## src/rtl/dds_cfg_pkg.sv

```systemverilog
// rtl/dds_cfg_pkg.sv - shared widths, step table and state encodings for the DDS config master
package dds_cfg_pkg;

    localparam int PHASE_W = 32;

    // Steps for 1 Hz, 10 Hz, 1 kHz and 100 kHz at a 50 MHz DDS clock
    localparam logic [31:0] STEP_TABLE [4] = '{32'd86, 32'd859, 32'd85899, 32'd8589935};

    localparam logic [1:0] ST_INIT = 2'd0;
    localparam logic [1:0] ST_IDLE = 2'd1;
    localparam logic [1:0] ST_SEND = 2'd2;

endpackage

```

## src/rtl/dds_step_sat.sv

```systemverilog
// rtl/dds_step_sat.sv - combinational saturating add/sub of a step to the tuning word
module dds_step_sat #(
    parameter int W = 32
) (
    input  logic [W-1:0] word,
    input  logic [W-1:0] step,
    input  logic         dir,
    input  logic [W-1:0] min_word,
    input  logic [W-1:0] max_word,
    output logic [W-1:0] next_word,
    output logic         clipped,
    output logic         changed
);

    // One extra bit so neither the sum nor the lower-bound threshold can wrap
    logic [W:0] sum;
    logic [W:0] floor_thr;

    assign sum       = {1'b0, word} + {1'b0, step};
    assign floor_thr = {1'b0, min_word} + {1'b0, step};

    always_comb begin
        next_word = word;
        clipped   = 1'b0;
        if (dir) begin
            if (sum > {1'b0, max_word}) begin
                next_word = max_word;
                clipped   = 1'b1;
            end else begin
                next_word = sum[W-1:0];
            end
        end else begin
            if ({1'b0, word} < floor_thr) begin
                next_word = min_word;
                clipped   = 1'b1;
            end else begin
                next_word = word - step;
            end
        end
    end

    assign changed = (next_word != word);

endmodule

```

## src/rtl/dds_freq_cfg_master.sv

```systemverilog
// rtl/dds_freq_cfg_master.sv - owns the DDS tuning word and streams it to the DDS config channel
module dds_freq_cfg_master #(
    parameter int                 PHASE_W   = dds_cfg_pkg::PHASE_W,
    parameter logic [PHASE_W-1:0] INIT_WORD = 32'd85899,
    parameter logic [PHASE_W-1:0] MIN_WORD  = 32'd1,
    parameter logic [PHASE_W-1:0] MAX_WORD  = 32'h7FFF_FFFF
) (
    input  logic               clk_i,
    input  logic               rst_n_i,
    input  logic               freq_up_trigger_i,
    input  logic               freq_down_trigger_i,
    input  logic [1:0]         step_sel_i,
    input  logic               m_axis_config_tready,
    output logic               m_axis_config_tvalid,
    output logic [PHASE_W-1:0] m_axis_config_tdata,
    output logic [PHASE_W-1:0] freq_word_o,
    output logic               cfg_busy_o,
    output logic               sat_o
);

    import dds_cfg_pkg::*;

    logic [1:0]         state;
    logic               pending;
    logic [PHASE_W-1:0] freq_word;
    logic [PHASE_W-1:0] tdata;
    logic               sat;

    logic [PHASE_W-1:0] step;
    logic [PHASE_W-1:0] next_word;
    logic               clipped;
    logic               changed;
    logic               trig;
    logic               eff;

    assign step = PHASE_W'(STEP_TABLE[step_sel_i]);
    assign trig = freq_up_trigger_i ^ freq_down_trigger_i;
    assign eff  = trig & changed;

    dds_step_sat #(.W(PHASE_W)) u_step_sat (
        .word      (freq_word),
        .step      (step),
        .dir       (freq_up_trigger_i),
        .min_word  (MIN_WORD),
        .max_word  (MAX_WORD),
        .next_word (next_word),
        .clipped   (clipped),
        .changed   (changed)
    );

    always_ff @(posedge clk_i) begin
        if (!rst_n_i) begin
            state     <= ST_INIT;
            pending   <= 1'b0;
            freq_word <= INIT_WORD;
            tdata     <= INIT_WORD;
            sat       <= 1'b0;
        end else begin
            sat <= trig & clipped;
            if (trig) begin
                freq_word <= next_word;
            end
            case (state)
                ST_INIT: begin
                    state <= ST_SEND;
                    tdata <= eff ? next_word : freq_word;
                end
                ST_IDLE: begin
                    if (eff) begin
                        state <= ST_SEND;
                        tdata <= next_word;
                    end
                end
                ST_SEND: begin
                    // A change arriving on the handshake cycle is folded straight into the reload
                    if (m_axis_config_tready) begin
                        if (pending || eff) begin
                            tdata   <= eff ? next_word : freq_word;
                            pending <= 1'b0;
                        end else begin
                            state <= ST_IDLE;
                        end
                    end else if (eff) begin
                        pending <= 1'b1;
                    end
                end
                default: state <= ST_INIT;
            endcase
        end
    end

    assign m_axis_config_tvalid = (state == ST_SEND);
    assign m_axis_config_tdata  = tdata;
    assign freq_word_o          = freq_word;
    assign cfg_busy_o           = (state != ST_IDLE) | pending;
    assign sat_o                = sat;

endmodule
```

## config.mk

```make
export PLATFORM = sky130hd
export DESIGN_NAME = dds_freq_cfg_master
export DESIGN_NICKNAME = d
export VERILOG_FILES = /design/src/rtl/dds_cfg_pkg.sv /design/src/rtl/dds_step_sat.sv /design/src/rtl/dds_freq_cfg_master.sv
export SDC_FILE = /design/constraint.sdc
export NUM_CORES = 1
export LEC_CHECK = 0
export ABC_CLOCK_PERIOD_IN_PS = 9870
export BUFFER_PORTS_ARGS = -buffer_cell sky130_fd_sc_hd__buf_2
export CORE_ASPECT_RATIO = 0.8
export CORE_MARGIN = 2
export CORE_UTILIZATION = 35
export CTS_CLUSTER_DIAMETER = 40
export DETAILED_ROUTE_END_ITERATION = 8
export GPL_ROUTABILITY_DRIVEN = 0
export PLACE_DENSITY = 0.5
export SLEW_MARGIN = 40
export SYNTH_ARGS = -nofsm -noshare
export SYNTH_HDL_FRONTEND = slang
export SYNTH_HIERARCHICAL = 1
export SYNTH_SLANG_ARGS = --single-unit
export TNS_END_PERCENT = 100
```

## constraint.sdc

```tcl
create_clock -name clk_i -period 9.87 [get_ports clk_i]
set_clock_uncertainty 0.15 [all_clocks]
set_input_delay 0.4935 -clock clk_i [delete_from_list [all_inputs] [get_ports clk_i]]
set_output_delay 0.4935 -clock clk_i [all_outputs]
set_load 0.02 [all_outputs]
```

# Word level (Yosys, flattened, before mapping)

Cells that the tools add are included.

Equal/unequal tests: 9
Multipliers: 0
$add $sub $neg: 3
Divide/modulo/power cells: 0
Mux-type cells: 21
Bitwise gates (word level): 5
Shifts and indexed selects: 0
Reduce and logical (&&, ||, !) cells: 7
Magnitude comparators: 3

Operators by type and width:

| cell                    | count |
|---|---|
| $mux W32                | 9 |
| $pmux W32 S3            | 1 |
| $bmux W32 S2            | 1 |
| $add A1 B32 Y33 const A | 1 |
| $add A32 B32 Y33        | 1 |
| $gt A33 B31 Y1 const B  | 1 |
| $lt A32 B33 Y1          | 1 |
| $ne A32 B32 Y1          | 1 |
| $sub A32 B32 Y32        | 1 |
| $mux W1                 | 6 |
| $mux W2                 | 3 |
| $ne A2 B1 Y1 const B    | 3 |
| $ne A2 B2 Y1 const B    | 3 |
| $pmux W2 S3             | 1 |
| $reduce_and A3 Y1       | 2 |
| $reduce_and A4 Y1       | 1 |
| $ge A3 B3 Y1 const B    | 1 |
| $not A2 Y3              | 1 |
| $reduce_bool A3 Y1      | 1 |
| $and A1 B1 Y1           | 2 |
| $eq A2 B1 Y1 const B    | 1 |
| $eq A2 B2 Y1 const B    | 1 |
| $logic_not A2 Y1        | 1 |
| $reduce_bool A2 Y1      | 1 |
| other kinds (3)         | 3 |

Flip-flop bits (word level): 68
Output and inout port bits: 67
Latch bits: 0
Bits in read-only memories: 0
Memory bits (writable): 0
Memories: 0
Bits of input ports: 7
Logic and storage cells: 53

# Depth between registers and ports, before layout

Depth in word-level cells: 14
Gate-level depth with buffers: 40
Mapped depth without buffers: 37

# Hierarchy

The synthesis kept the hierarchy.

By module, submodules not included:

| module              | seq. area each (um^2) | area each (um^2) | cells each | times used |
|---|---|---|---|---|
| dds_step_sat        | 0.0                   | 8,271.7          | 1,186      | 1 |
| dds_freq_cfg_master | 1,361.3               | 2,907.8          | 323        | 1 |

# Worst setup path before layout

No wires, ideal clock.

Kind: input-to-reg
Start: in step_sel_i[0]
End: reg tdata[28], in the netlist m_axis_config_tdata[28]
Cell stages on the path: 32
Buffers on the path: 3
Data required time: 9.577 ns
Setup time: 0.143 ns
Data arrival time: 8.055 ns
Setup slack: 1.522 ns
Path through: inv_1 ha_1 inv_1 ha_1 clkbuf_1 nand2b_1 a221oi_1 a211o_1 a31oi_1 o2111ai_1 nand2_1 o31ai_1 xor2_1 ha_1 a21oi_1 nand2_1 a211o_1 or4_1 a311o_1 a211oi_2 buf_2 mux2i_1 mux2i_1 xor2_1 or4_1 or4_1 or4_1 or4_1 a21oi_4 clkbuf_4 mux2i_1 a211oi_2

Cells in the longest elaborated chain, start to end: 14
Elaborated cells between the ends (all ways): 23
Classes of those cells: add/sub: 3; order compare: 2; eq/ne: 3; mux: 11; bitwise: 2; reduce/logical: 2

Ends and longest elaborated chain:

| element                                                    | line                                                 | source |
|---|---|---|
| start, declared                                            | dds_freq_cfg_master.sv:12                            | `input logic [1:0] step_sel_i,` |
| $not A2 Y3 (not written as such) *                         | dds_freq_cfg_master.sv:36                            | `assign step = PHASE_W'(STEP_TABLE[step_sel_i]);` |
| $bmux W32 S2 *                                             | dds_freq_cfg_master.sv:36                            |  |
| $mux W32 (not written as such) * (2 in a row)              | dds_freq_cfg_master.sv:36                            |  |
| net step[10]                                               | dds_freq_cfg_master.sv:29                            | `logic [PHASE_W-1:0] step;` |
| $add A1 B32 Y33 / $add A32 B32 Y33 (equally long branches) | dds_step_sat.sv:20, dds_step_sat.sv:19               |  |
| $lt A32 B33 Y1 / $gt A33 B31 Y1 (equally long branches)    | dds_step_sat.sv:33, dds_step_sat.sv:26               |  |
| $mux W32, on equally long branches                         | dds_step_sat.sv:33, dds_step_sat.sv:26               |  |
| $mux W32 *                                                 | dds_step_sat.sv:25                                   | `if (dir) begin` |
| net next_word[6]                                           | dds_freq_cfg_master.sv:30                            | `logic [PHASE_W-1:0] next_word;` |
| $ne A32 B32 Y1 *                                           | dds_step_sat.sv:42                                   | `assign changed = (next_word != word);` |
| net changed                                                | dds_freq_cfg_master.sv:32                            | `logic changed;` |
| $and A1 B1 Y1 *                                            | dds_freq_cfg_master.sv:38                            | `assign eff = trig & changed;` |
| $mux W32                                                   | dds_freq_cfg_master.sv:66, dds_freq_cfg_master.sv:78 |  |
| $mux W32                                                   | dds_freq_cfg_master.sv:77                            | `if (pending \|\| eff) begin` |
| $mux W32                                                   | dds_freq_cfg_master.sv:76                            | `if (m_axis_config_tready) begin` |
| $pmux W32 S3                                               | dds_freq_cfg_master.sv:63                            | `case (state)` |
| end signal, assigned                                       | dds_freq_cfg_master.sv:66                            | `tdata <= eff ? next_word : freq_word;` |
| end signal, assigned                                       | dds_freq_cfg_master.sv:71                            | `tdata <= next_word;` |
| end signal, assigned                                       | dds_freq_cfg_master.sv:78                            | `tdata <= eff ? next_word : freq_word;` |
| end, declared                                              | dds_freq_cfg_master.sv:26                            | `logic [PHASE_W-1:0] tdata;` |

The timed path passes the listed nets; every way through them passes the cells marked *. The select of a mux whose other input is x is not followed.
A chain may end at the register's enable or synchronous reset.

# Worst setup path in the final report

Start: in step_sel_i[1]
End: reg tdata[12], in the netlist m_axis_config_tdata[12]

Cells in the longest elaborated chain, start to end: 14
Elaborated cells between the ends (all ways): 23
Classes of those cells: add/sub: 3; order compare: 2; eq/ne: 3; mux: 11; bitwise: 2; reduce/logical: 2

Ends and longest elaborated chain:

| element                                                    | line |
|---|---|
| $not A2 Y3 (not written as such) *                         | dds_freq_cfg_master.sv:36 |
| $bmux W32 S2 *                                             | dds_freq_cfg_master.sv:36 |
| $mux W32 (not written as such) * (2 in a row)              | dds_freq_cfg_master.sv:36 |
| net step[4]                                                | dds_freq_cfg_master.sv:29 |
| $add A1 B32 Y33 / $add A32 B32 Y33 (equally long branches) | dds_step_sat.sv:20, dds_step_sat.sv:19 |
| $lt A32 B33 Y1 / $gt A33 B31 Y1 (equally long branches)    | dds_step_sat.sv:33, dds_step_sat.sv:26 |
| $mux W32, on equally long branches                         | dds_step_sat.sv:33, dds_step_sat.sv:26 |
| $mux W32 *                                                 | dds_step_sat.sv:25 |
| $ne A32 B32 Y1 *                                           | dds_step_sat.sv:42 |
| net changed                                                | dds_freq_cfg_master.sv:32 |
| $and A1 B1 Y1 *                                            | dds_freq_cfg_master.sv:38 |
| $mux W32                                                   | dds_freq_cfg_master.sv:66, dds_freq_cfg_master.sv:78 |
| $mux W32                                                   | dds_freq_cfg_master.sv:77 |
| $mux W32                                                   | dds_freq_cfg_master.sv:76 |
| $pmux W32 S3                                               | dds_freq_cfg_master.sv:63 |

Marks and branches as above.

==> metrics <==
hold wc startpoint=m_axis_config_tready; XOR/XNOR share of the synthesized area=8.52%; share of synthesized cell area in and, or, nand and nor gates=17.4%; fin. max-slew vios=0; hold slack=262 ps; Tot GR Track Use=25.1%; Total Wirelength=42.3 mm; cts repair resizes=0; area growth from synthesis to layout=18.0%; CP max stage cell=or4_1; Peak Freq=107 MHz; multiplexer area fraction after synthesis=7.42%; Buffers on Ports=73; post-CTS setup buffers=0; Post-DP HPWL=34.4 mm; clock latency on the worst-skew pair=340 ps; P_leak=6.44 nW; # hold bufs at CTS=0; share of cells above drive strength 1=11.4%; adder-cell area share of the yosys netlist=18.7%; global-route wire length before repair=63.8 mm; maximum VDD drop=0.000120 V; core outline area=0.0314 sq mm; clock sinks=68; sequential-to-total area share from yosys stat=12.2%; synth top area cells=ha_1 (18%), dfxtp_1 (12%), a21oi_1 (8.5%); fin crit share=94.5%; initial antenna violation count=0; Final min period=9330 ps; diode count=0; Cell variety after synth=86; Crit. End Element=register; Slew HR=44.1%; post-route ant nets=0; crit path kind=in -> reg; Die Height=164 um; grt total ovfl=0; DIE AREA=0.0334 sq mm; worst r2r dst=m_axis_config_tdata[12]; TritonCTS Buffers=9; mean post-synth cell area=7.41 sq um; Crit path top cell by count=or4_1; Buf/Inv on CP=6; Synth Area in Compound Gates=29.4%; final setup TNS=0 ps; Worst Hold End=pending; Slew @ Worst Pin=828 ps; nets=1,927; arrival time worst endpoint=9380 ps; Yosys warning count=6; Initial Util=35.6%; reg2reg start=freq_word_o[1]; worst min path class=in -> reg; Die Span X=204 um; maximum clock insertion buffer count=2; Rows=58; Finished Cell Area=0.0132 sq mm; drt drc=0; biggest area consumer among synthesized cells=ha_1; via count=11,700; main combinational cell family by area after synthesis=compound AO/OA/AOI/OAI gates; synth cell count leaders=a21oi_1 (189), ha_1 (162), nand2_1 (147); status=finished, final reports clean; placed cell area=0.0129 sq mm; hold path depth=2; routed vias/inst=5.37; delay-heaviest family, CP=simple AND/OR/NAND/NOR gates; number of synthesized flops with an enable pin=0; Mapped Area=0.0112 sq mm; most frequent cell after synthesis=a21oi_1; initial drt markers=807; CP max FO=20; setup ws final=543 ps; first-pass iteration count of the detailed router=5; H-tree depth=3; Ports=74; PwrDens=185 mW/mm^2; Post-Synthesis Cells=1,509; WL/cell=19.4 um; Root Buffer=clkbuf_16; worst reg-to-reg setup slack=700 ps; CTS tree=done; final setup fails=0; flops & latches, synth=68; Final Hold Fails=0; CP Launch Type=primary input; vias in the first global route=10,700; max incr delay on CP=690 ps; R2R depth=27; dpl ws=26.8 ps; data required time of the critical path=9930 ps; Yosys top cell area share=18.1%; CTS clk-pin slew, worst paths=60 ps; pin count of the biggest net entering global routing=55; most used flip-flop cell after synthesis=dfxtp_1; RSZ-0062 raised after global routing=no; Max-Cap Viols=0; Post-synth ARST share=0%
[kinds of logic after synthesis]
logic type | Yosys count
adders and majority gates | 165
muxes | 82
buffers and inverters | 179
and+or+nand+nor | 406
other | 2
DFF | 68
xor gates and xnor gates | 107
AOI/OAI and AO/OA | 500
[sequential cells by signal (all words and copies together), names as in the netlist]
| signal | flops |
|---|---|
| freq_word_o | 32 |
| m_axis_config_tdata | 32 |
| state | 2 |
| pending | 1 |
| sat_o | 1 |
[worst reg2reg max path, delay by kind of cell, from the launching register on]
| family | cells | cell delay (ps) |
|---|---|---|
| xor gates and xnor gates | 1 | 100 |
| buffers and inverters | 3 | 680 |
| and+or+nand+nor | 8 | 3370 |
| adders and majority gates | 2 | 740 |
| AOI/OAI and AO/OA | 9 | 2530 |
| DFF | 1 | 630 |
| muxes | 4 | 820 |
[layout make-up]
type	count	area, sq um
Clock buffer	9	225
Clock inverter	7	51.3
Fill cell	3308	18200
Inverter	118	449
Multi-Input combinational cell	1428	9770
Sequential cell	68	1360
Tap cell	420	526
Timing Repair Buffer	130	806
[cells in the final DEF, fill, tap and decap left out, types with 11 or more instances in the layout]
cell type and count:
a211o_1 11, a211oi_1 27, a211oi_2 12, a21o_1 36, a21oi_1 189, a31oi_1 18, and3_1 19, buf_2 73
buf_4 56, conb_1 168, dfxtp_1 68, ha_1 162, inv_1 109, mux2i_1 78, nand2_1 147, nand2b_1 21
nand3_1 38, nand4_1 17, nor2_1 71, nor3_1 28, o211ai_1 18, o21a_1 12, o21ai_0 75, or2_2 12
xnor2_1 65, xor2_1 40
[how the worst max path moves through the flow]
stage                  startpoint                 endpoint  slack (ps)  depth (start not counted)
floorplan           step_sel_i[0]  m_axis_config_tdata[28]        1520                         32
global placement    step_sel_i[1]  m_axis_config_tdata[12]          90                         33
detailed placement  step_sel_i[1]  m_axis_config_tdata[12]          30                         32
CTS                 step_sel_i[1]  m_axis_config_tdata[12]         310                         32
global route        step_sel_i[1]  m_axis_config_tdata[12]          30                         33
finish              step_sel_i[1]  m_axis_config_tdata[12]         540                         32
[per-stage QoR]
stage | utilization, % | std cells | total power, mW
floorplan | - | 1675 | 1.57
global placement | 41.0 | 2164 | 2.08
detailed placement | 41.0 | 2164 | 2.08
CTS | 41.9 | 2180 | 2.39
global route | 42.0 | 2180 | 2.63
finish | 42.0 | 2180 | 2.44
[where the power goes]
group / internal [mW] / switching (mW) / leakage [nW] / total [mW]
combinational: 0.656 / 1.10 / 5.75 / 1.75
clock: 0.171 / 0.132 / 0.132 / 0.303
sequential: 0.324 / 0.0663 / 0.564 / 0.390
[routing by layer]
| layer | share of wire (%) | up-vias | global-route usage [%] | wire (um) |
|---|---|---|---|---|
| met5 | 0 | - | 0 | 0 |
| met4 | 1.2 | 0 | 4.01 | 516 |
| met3 | 5.4 | 31 | 1.51 | 2300 |
| met2 | 41 | 348 | 37.0 | 17200 |
| met1 | 53 | 5501 | 39.8 | 22300 |
| li1 | - | 5832 | - | - |
Note: power is estimated with default switching activity, not from simulation.
